## config.mk

```make
export PLATFORM = sky130hd
export DESIGN_NAME = if_fetch_unit
export DESIGN_NICKNAME = d
export VERILOG_FILES = /design/src/rtl/if_fetch_unit.sv
export SDC_FILE = /design/constraint.sdc
export NUM_CORES = 1
export LEC_CHECK = 0
export CORE_MARGIN = 4
export CORE_UTILIZATION = 48
export CTS_BUF_LIST = sky130_fd_sc_hd__clkbuf_4 sky130_fd_sc_hd__clkbuf_8 sky130_fd_sc_hd__clkbuf_16
export DETAILED_ROUTE_END_ITERATION = 8
export PLACE_DENSITY_LB_ADDON = 0.12
export SETUP_SLACK_MARGIN = 0.05
export SYNTH_ARGS = -nofsm -noshare
export SYNTH_HDL_FRONTEND = slang
export SYNTH_SLANG_ARGS = --single-unit
export TNS_END_PERCENT = 1
```

## constraint.sdc

```tcl
create_clock -name clk -period 3.8 [get_ports clk]
set_clock_uncertainty 0.1 [all_clocks]
set_input_delay 0.38 -clock clk [delete_from_list [all_inputs] [get_ports clk]]
set_output_delay 0.38 -clock clk [all_outputs]
set_load 0.02 [all_outputs]
```

## src/rtl/if_fetch_unit.sv

```systemverilog
// Instruction fetch stage feeding the IF/ID register: one outstanding imem read at a time.
// Optional misaligned-redirect trap is enabled by defining FETCH_MISALIGN_TRAP_EN.
//
// state     | meaning
// ----------+------------------------------------------------------------
// S_ISSUE   | drive imem_req for the current pc
// S_WAIT    | read outstanding, waiting for imem_rvalid
// S_DELIVER | word presented with inst_valid=1, held while stalled
// S_DISCARD | redirected while a read was in flight; drop its response
// S_FAULT   | misaligned redirect seen (trap build only); frozen until rst

module if_fetch_unit #(
    parameter logic [31:0] RESET_PC = 32'h0000_0000
) (
    input  logic        clk,
    input  logic        rst,
    input  logic        stall,
    input  logic        redirect,
    input  logic [31:0] redirect_pc,
    output logic        imem_req,
    output logic [31:0] imem_addr,
    input  logic        imem_rvalid,
    input  logic [31:0] imem_rdata,
    output logic [31:0] instruction,
    output logic [31:0] pc_out,
    output logic        inst_valid,
    output logic        flush
`ifdef FETCH_MISALIGN_TRAP_EN
    ,
    output logic        fetch_fault
`endif
);

    typedef enum logic [2:0] {
        S_ISSUE,
        S_WAIT,
        S_DELIVER,
        S_DISCARD
`ifdef FETCH_MISALIGN_TRAP_EN
        ,
        S_FAULT
`endif
    } state_t;

    state_t      r_state;
    state_t      w_state_nxt;
    logic [31:0] r_pc;
    logic [31:0] w_pc_nxt;
    logic [31:0] r_instr;
    logic [31:0] w_instr_nxt;
    logic [31:0] r_pc_out;
    logic [31:0] w_pc_out_nxt;
    logic        r_valid;
    logic        w_valid_nxt;
    logic        w_frozen;
    logic [31:0] w_redir_pc;

`ifdef FETCH_MISALIGN_TRAP_EN
    logic        r_fault;
    logic        w_fault_nxt;
    logic        w_misalign;

    assign w_frozen   = (r_state == S_FAULT);
    assign w_misalign = (redirect_pc[1:0] != 2'b00);
    assign w_redir_pc = redirect_pc;
`else
    assign w_frozen   = 1'b0;
    // Low bits are dropped so the PC can never become misaligned.
    assign w_redir_pc = redirect_pc & 32'hFFFF_FFFC;
`endif

    always_ff @(posedge clk) begin
        if (rst) begin
            r_state  <= S_ISSUE;
            r_pc     <= RESET_PC;
            r_instr  <= 32'h0;
            r_pc_out <= 32'h0;
            r_valid  <= 1'b0;
        end else begin
            r_state  <= w_state_nxt;
            r_pc     <= w_pc_nxt;
            r_instr  <= w_instr_nxt;
            r_pc_out <= w_pc_out_nxt;
            r_valid  <= w_valid_nxt;
        end
    end

`ifdef FETCH_MISALIGN_TRAP_EN
    always_ff @(posedge clk) begin
        if (rst) begin
            r_fault <= 1'b0;
        end else begin
            r_fault <= w_fault_nxt;
        end
    end

    assign fetch_fault = r_fault;
`endif

    always_comb begin
        w_state_nxt  = r_state;
        w_pc_nxt     = r_pc;
        w_instr_nxt  = r_instr;
        w_pc_out_nxt = r_pc_out;
        w_valid_nxt  = r_valid;
`ifdef FETCH_MISALIGN_TRAP_EN
        w_fault_nxt  = r_fault;
`endif
        if (redirect && !w_frozen) begin
            w_valid_nxt = 1'b0;
            w_pc_nxt    = w_redir_pc;
            // A read still in flight must be swallowed before fetching again.
            case (r_state)
                S_WAIT, S_DISCARD: w_state_nxt = imem_rvalid ? S_ISSUE : S_DISCARD;
                default:           w_state_nxt = S_ISSUE;
            endcase
`ifdef FETCH_MISALIGN_TRAP_EN
            if (w_misalign) begin
                w_state_nxt = S_FAULT;
                w_fault_nxt = 1'b1;
            end
`endif
        end else begin
            case (r_state)
                S_ISSUE: begin
                    w_state_nxt = S_WAIT;
                end
                S_WAIT: begin
                    if (imem_rvalid) begin
                        w_instr_nxt  = imem_rdata;
                        w_pc_out_nxt = r_pc;
                        w_valid_nxt  = 1'b1;
                        w_state_nxt  = S_DELIVER;
                    end
                end
                S_DELIVER: begin
                    if (!stall) begin
                        w_valid_nxt = 1'b0;
                        w_pc_nxt    = r_pc + 32'd4;
                        w_state_nxt = S_ISSUE;
                    end
                end
                S_DISCARD: begin
                    if (imem_rvalid) begin
                        w_state_nxt = S_ISSUE;
                    end
                end
                default: begin
                    w_state_nxt = r_state;
                end
            endcase
        end
    end

    assign imem_req    = !rst && (r_state == S_ISSUE) && !redirect;
    assign imem_addr   = rst ? 32'h0 : r_pc;
    assign flush       = redirect && !rst;
    assign instruction = r_instr;
    assign pc_out      = r_pc_out;
    assign inst_valid  = r_valid;

endmodule

```

* After elaboration in Yosys (flattened, before gate mapping) *
Cells that the tools add are included.

cells by class
  muxes and demuxes = 14
  bitwise operators = 2
  eq/ne operators = 9
  reduce and logical (&&, ||, !) cells = 16
  div/mod/pow operators = 0
  shift operators = 0
  multipliers = 0
  magnitude comparators = 0
  $add $sub $neg = 1

operator list
  kind                                                              count
  32-bit 2-to-1 mux                                                 4
  32-bit by 3-bit adder with 32-bit output (second input constant)  1
  3-bit 2-to-1 mux                                                  4
  3-bit one-hot mux with 4 select lines                             1
  3-bit != test (second input constant)                             3
  3-bit by 2-bit == test with 1-bit output (second input constant)  2
  3-bit AND reduction                                               2
  5-bit nonzero test                                                1
  2-bit 2-to-1 mux                                                  2
  2-bit != test (second input constant)                             2
  2-bit AND reduction                                               2
  4-bit AND reduction                                               1
  2-bit nonzero test                                                2
  2-bit OR reduction                                                2
  3-bit by 1-bit == test with 1-bit output (second input constant)  1
  1-bit logical AND                                                 3
  3-bit zero test                                                   1
  1-bit zero test                                                   2
  1-bit 2-to-1 mux                                                  2
  2-bit by 1-bit != test with 1-bit output (second input constant)  1
  1-bit inverter                                                    2
  1-bit one-hot mux with 2 select lines                             1

word-level totals
  word-level logic and storage cells = 48
  memory bits (read-only) = 0
  memories kept = 0
  bits of input ports = 69
  bits in latches = 0
  memory bits (writable) = 0
  output and inout bits = 99
  register bits = 100

* Longest topological paths before layout *
  depth after elaboration = 4
  gate-level depth with buffers = 8
  depth with buffers taken out = 7

* Least setup slack after synthesis *
OpenSTA, ideal clock, no wires.

  path kind = register to register
  from = register r_state[0]
  to = register r_pc[31]
  required time = 3585 ps
  path slack = 1918 ps
  cell stages (with the launch flop) = 9
  clock period less this slack = 1882 ps
  setup time = 115 ps
  buffers on the path = 1
  arrival = 1667 ps
  cells stage by stage = dfxtp_1 > inv_1 > ha_1 > nand2b_1 > buf_6 > nor4_4 > nand4_1 > xnor2_1 > o21a_1

on the way
  cells in the longest elaborated chain, start to end = 3

ends and longest elaborated chain
  item                                      RTL line  source
  start, declared                           45        state_t r_state;
  start signal, assigned                    80        r_state <= w_state_nxt;
  3-bit by 2-bit == test with 1-bit output  124       case (r_state)
  2-bit nonzero test (no source line)       n/a
  2-bit AND reduction (no source line)      n/a
  end signal, assigned                      81        r_pc <= w_pc_nxt;
  end, declared                             47        logic [31:0] r_pc;

No other way between the ends.
A chain may end at the register's enable or synchronous reset.

* Worst setup path in the final report *
  from = register r_state[0]
  to = register r_pc[27]

Same word-level chain as after synthesis.

==> reports/summary.txt <==
most common cell after layout, fill and taps aside -> clkdlybuf4s50_1
most frequent cells in the layout -> clkdlybuf4s50_1 (159), nand2_1 (136), dfxtp_1 (95), a21oi_1 (83), nor2b_1 (32)
insertion delay to the later sink of the worst-skew pair -> 0.35 ns
post-CTS setup buffer count -> 0
CTS tree -> done
Fmax -> 0.3963 GHz
final core utilization -> 0.7013
CTS Buffer Depth -> 2
initial antenna violation count -> 0
Crit. End Element -> flip-flop
final hold vios -> 0
Crit path largest cell delay -> 0.64 ns
drc violations -> 0
first-pass GRT wire length -> 18700 um
outcome -> complete, no violations
Hold Crit Class -> in -> reg
worst-path fanout max -> 11
post-route ant nets -> 0
startpoint types -> flip-flop
IO buf count -> 161
routed vias/inst -> 5.145
Final Slew Violations -> 0
worst setup path startpoint -> r_state[0]
worst hold start -> rst
CP top delay family -> simple AND/OR/NAND/NOR gates
Syn-to-layout area delta -> 41.35%
die area -> 10690 um2
DP HPWL -> 8543 um
post-route setup slack -> 1.277 ns
CP arrival -> 2.67 ns
synthesized flop and latch total -> 95
first drt pass iteration count -> 4
CP Cell Sequence -> inv_1 > ha_1 > nand2b_1 > nor3_2 > nand4_1 > xnor2_1 > o21a_1
Reg2Reg Launch Point -> r_state[0]
grt total ovfl -> 0
via count -> 4142
fin cells -> 805
ratio of cells with drive above 1 in the final layout -> 0.05172
routed len/inst -> 14.67 um
Post-synth EDFFs -> 0
Tot GR Track Use -> 0.2179
placed insts -> 790
post-synthesis average cell area -> 7.915 um2
cell area after synthesis -> 4369 um2
Initial Util -> 0.4962
reg-to-reg slack, setup -> 1.28 ns
hold_buf cts -> 0
Die Y -> 103.4 um
Cells after Synth -> 552
final setup TNS -> 0 ns
# IOs -> 168
core area -> 8806 um2
Primary FF master, synth -> dfxtp_1
asr flop ratio synth -> 0
worst-margin pin slew -> 0.7949 ns
DRT iter0 DRCs -> 167
std cell rows -> 34
pre-CTS setup slack -> 1.137 ns
Slowest cell on crit path -> nor3_2
final cycle utilization of the critical path -> 0.6640
post-synthesis sequential area ratio -> 0.4353
LEAKAGE -> 2.207 nW
Total Nets Final -> 768
Clock transition at path regs -> 0.09 ns
CTS resizes -> 0
RSZ-0062 raised after global routing -> no
CP Class -> reg -> reg
clk root buf -> clkbuf_8
Max-Cap Viols -> 0
vias in the first global route -> 3972
Chip Width -> 103.4 um
synth unique cells -> 43
Max rail drop VDD -> 0.2244 mV
worst hold slack -> 0.2960 ns
Max transition margin -> 0.4701
largest net degree at the start of global routing -> 63
TritonCTS Sinks -> 95
Final Setup Violations -> 0
yosys warns -> 0
H-tree depth reported by CTS -> 3
gpl congestion -> 0.8220
Power Density -> 327.3 nW/um2
WP data required -> 3.94 ns
CTS buffer count -> 9
crit path time final -> 2.523 ns
Worst Path Buf+Inv -> 1
WL final -> 11810 um
==> synthesized netlist by cell type (4+ instances only) <==
master / number / area, um2
a21oi_1: 83 / 415.4
a22o_1: 6 / 52.55
and3_1: 4 / 25.02
buf_2: 4 / 20.02
buf_4: 4 / 30.03
clkbuf_1: 29 / 108.9
dfxtp_1: 95 / 1902
ha_1: 6 / 75.07
inv_1: 21 / 78.83
mux2i_1: 6 / 60.06
nand2_1: 136 / 510.5
nand3_1: 13 / 65.06
nand4_1: 12 / 75.07
nor2_1: 21 / 78.83
nor2b_1: 32 / 200.2
nor3_1: 6 / 30.03
o21a_1: 16 / 120.1
xnor2_1: 24 / 210.2
==> stage by stage <==
| step | area, um2 | power [mW] |
|---|---|---|
| CTS | 6173 | 2.038 |
| global route | 6173 | 2.107 |
| detailed placement | 5991 | 1.399 |
| global placement | 5991 | 1.389 |
| floorplan | 4380 | 1.249 |
| finish | 6176 | 2.021 |
==> flip-flops by register name, indices dropped and copies added, names as in the netlist <==
signal / cells
inst_valid: 1
r_pc: 30
instruction: 32
pc_out: 30
r_state: 2
==> worst paths after layout <==
check / end / depth (start not counted)
worst min-delay path: pc_out[16] / 2
worst max register to register: r_pc[27] / 7
worst min register to register: pc_out[12] / 2
worst max-delay path: r_pc[27] / 7
==> per-layer routing <==
metal	GRT usage	up-vias	part of all wire	wire length [um]
li1	-	2094	-	-
met1	0.2766	1927	0.43	5081
met2	0.3647	113	0.49	5837
met3	0.05097	8	0.068	805
met4	0.07271	0	0.0074	87
met5	0	-	0	0
==> report_power, final <==
part / switching, mW / total (mW) / internal, mW / leakage, nW
registers: 0.0411 / 1.07 / 1.03 / 0.774
logic: 0.147 / 0.308 / 0.161 / 1.35
clock network: 0.346 / 0.644 / 0.298 / 0.0876
==> worst reg2reg max path: stages (launching register included) <==
cell	delay, ns
dfxtp_1	0.35
inv_1	0.11
ha_1	0.28
nand2b_1	0.39
nor3_2	0.65
nand4_1	0.21
xnor2_1	0.17
o21a_1	0.16
==> cell families (layout without fill, tap and decap cells) <==
| family | Yosys count | count (layout) | synth area share |
|---|---|---|---|
| fa+ha+maj | 6 | 6 | 0.01718 |
| simple gates | 244 | 244 | 0.2726 |
| xor+xnor | 27 | 27 | 0.05412 |
| compound gates | 112 | 112 | 0.1458 |
| mux | 7 | 7 | 0.01632 |
| other cells | 1 | 5 | 0.0008583 |
| buf+inv | 60 | 201 | 0.05785 |
| flops | 95 | 95 | 0.4353 |
==> final cells by class <==
cell class                 instances  area [um2]
multi-input combinational        400        2233
sequential                        95        1902
inverter                          21       78.83
antenna                            1       2.502
clock buffer                       9       123.9
fill                             766        2630
clock inverter                     5       58.81
tap                              108       135.1
timing repair buffer             166        1642
No activity file was read; power rests on OpenSTA's default activity.
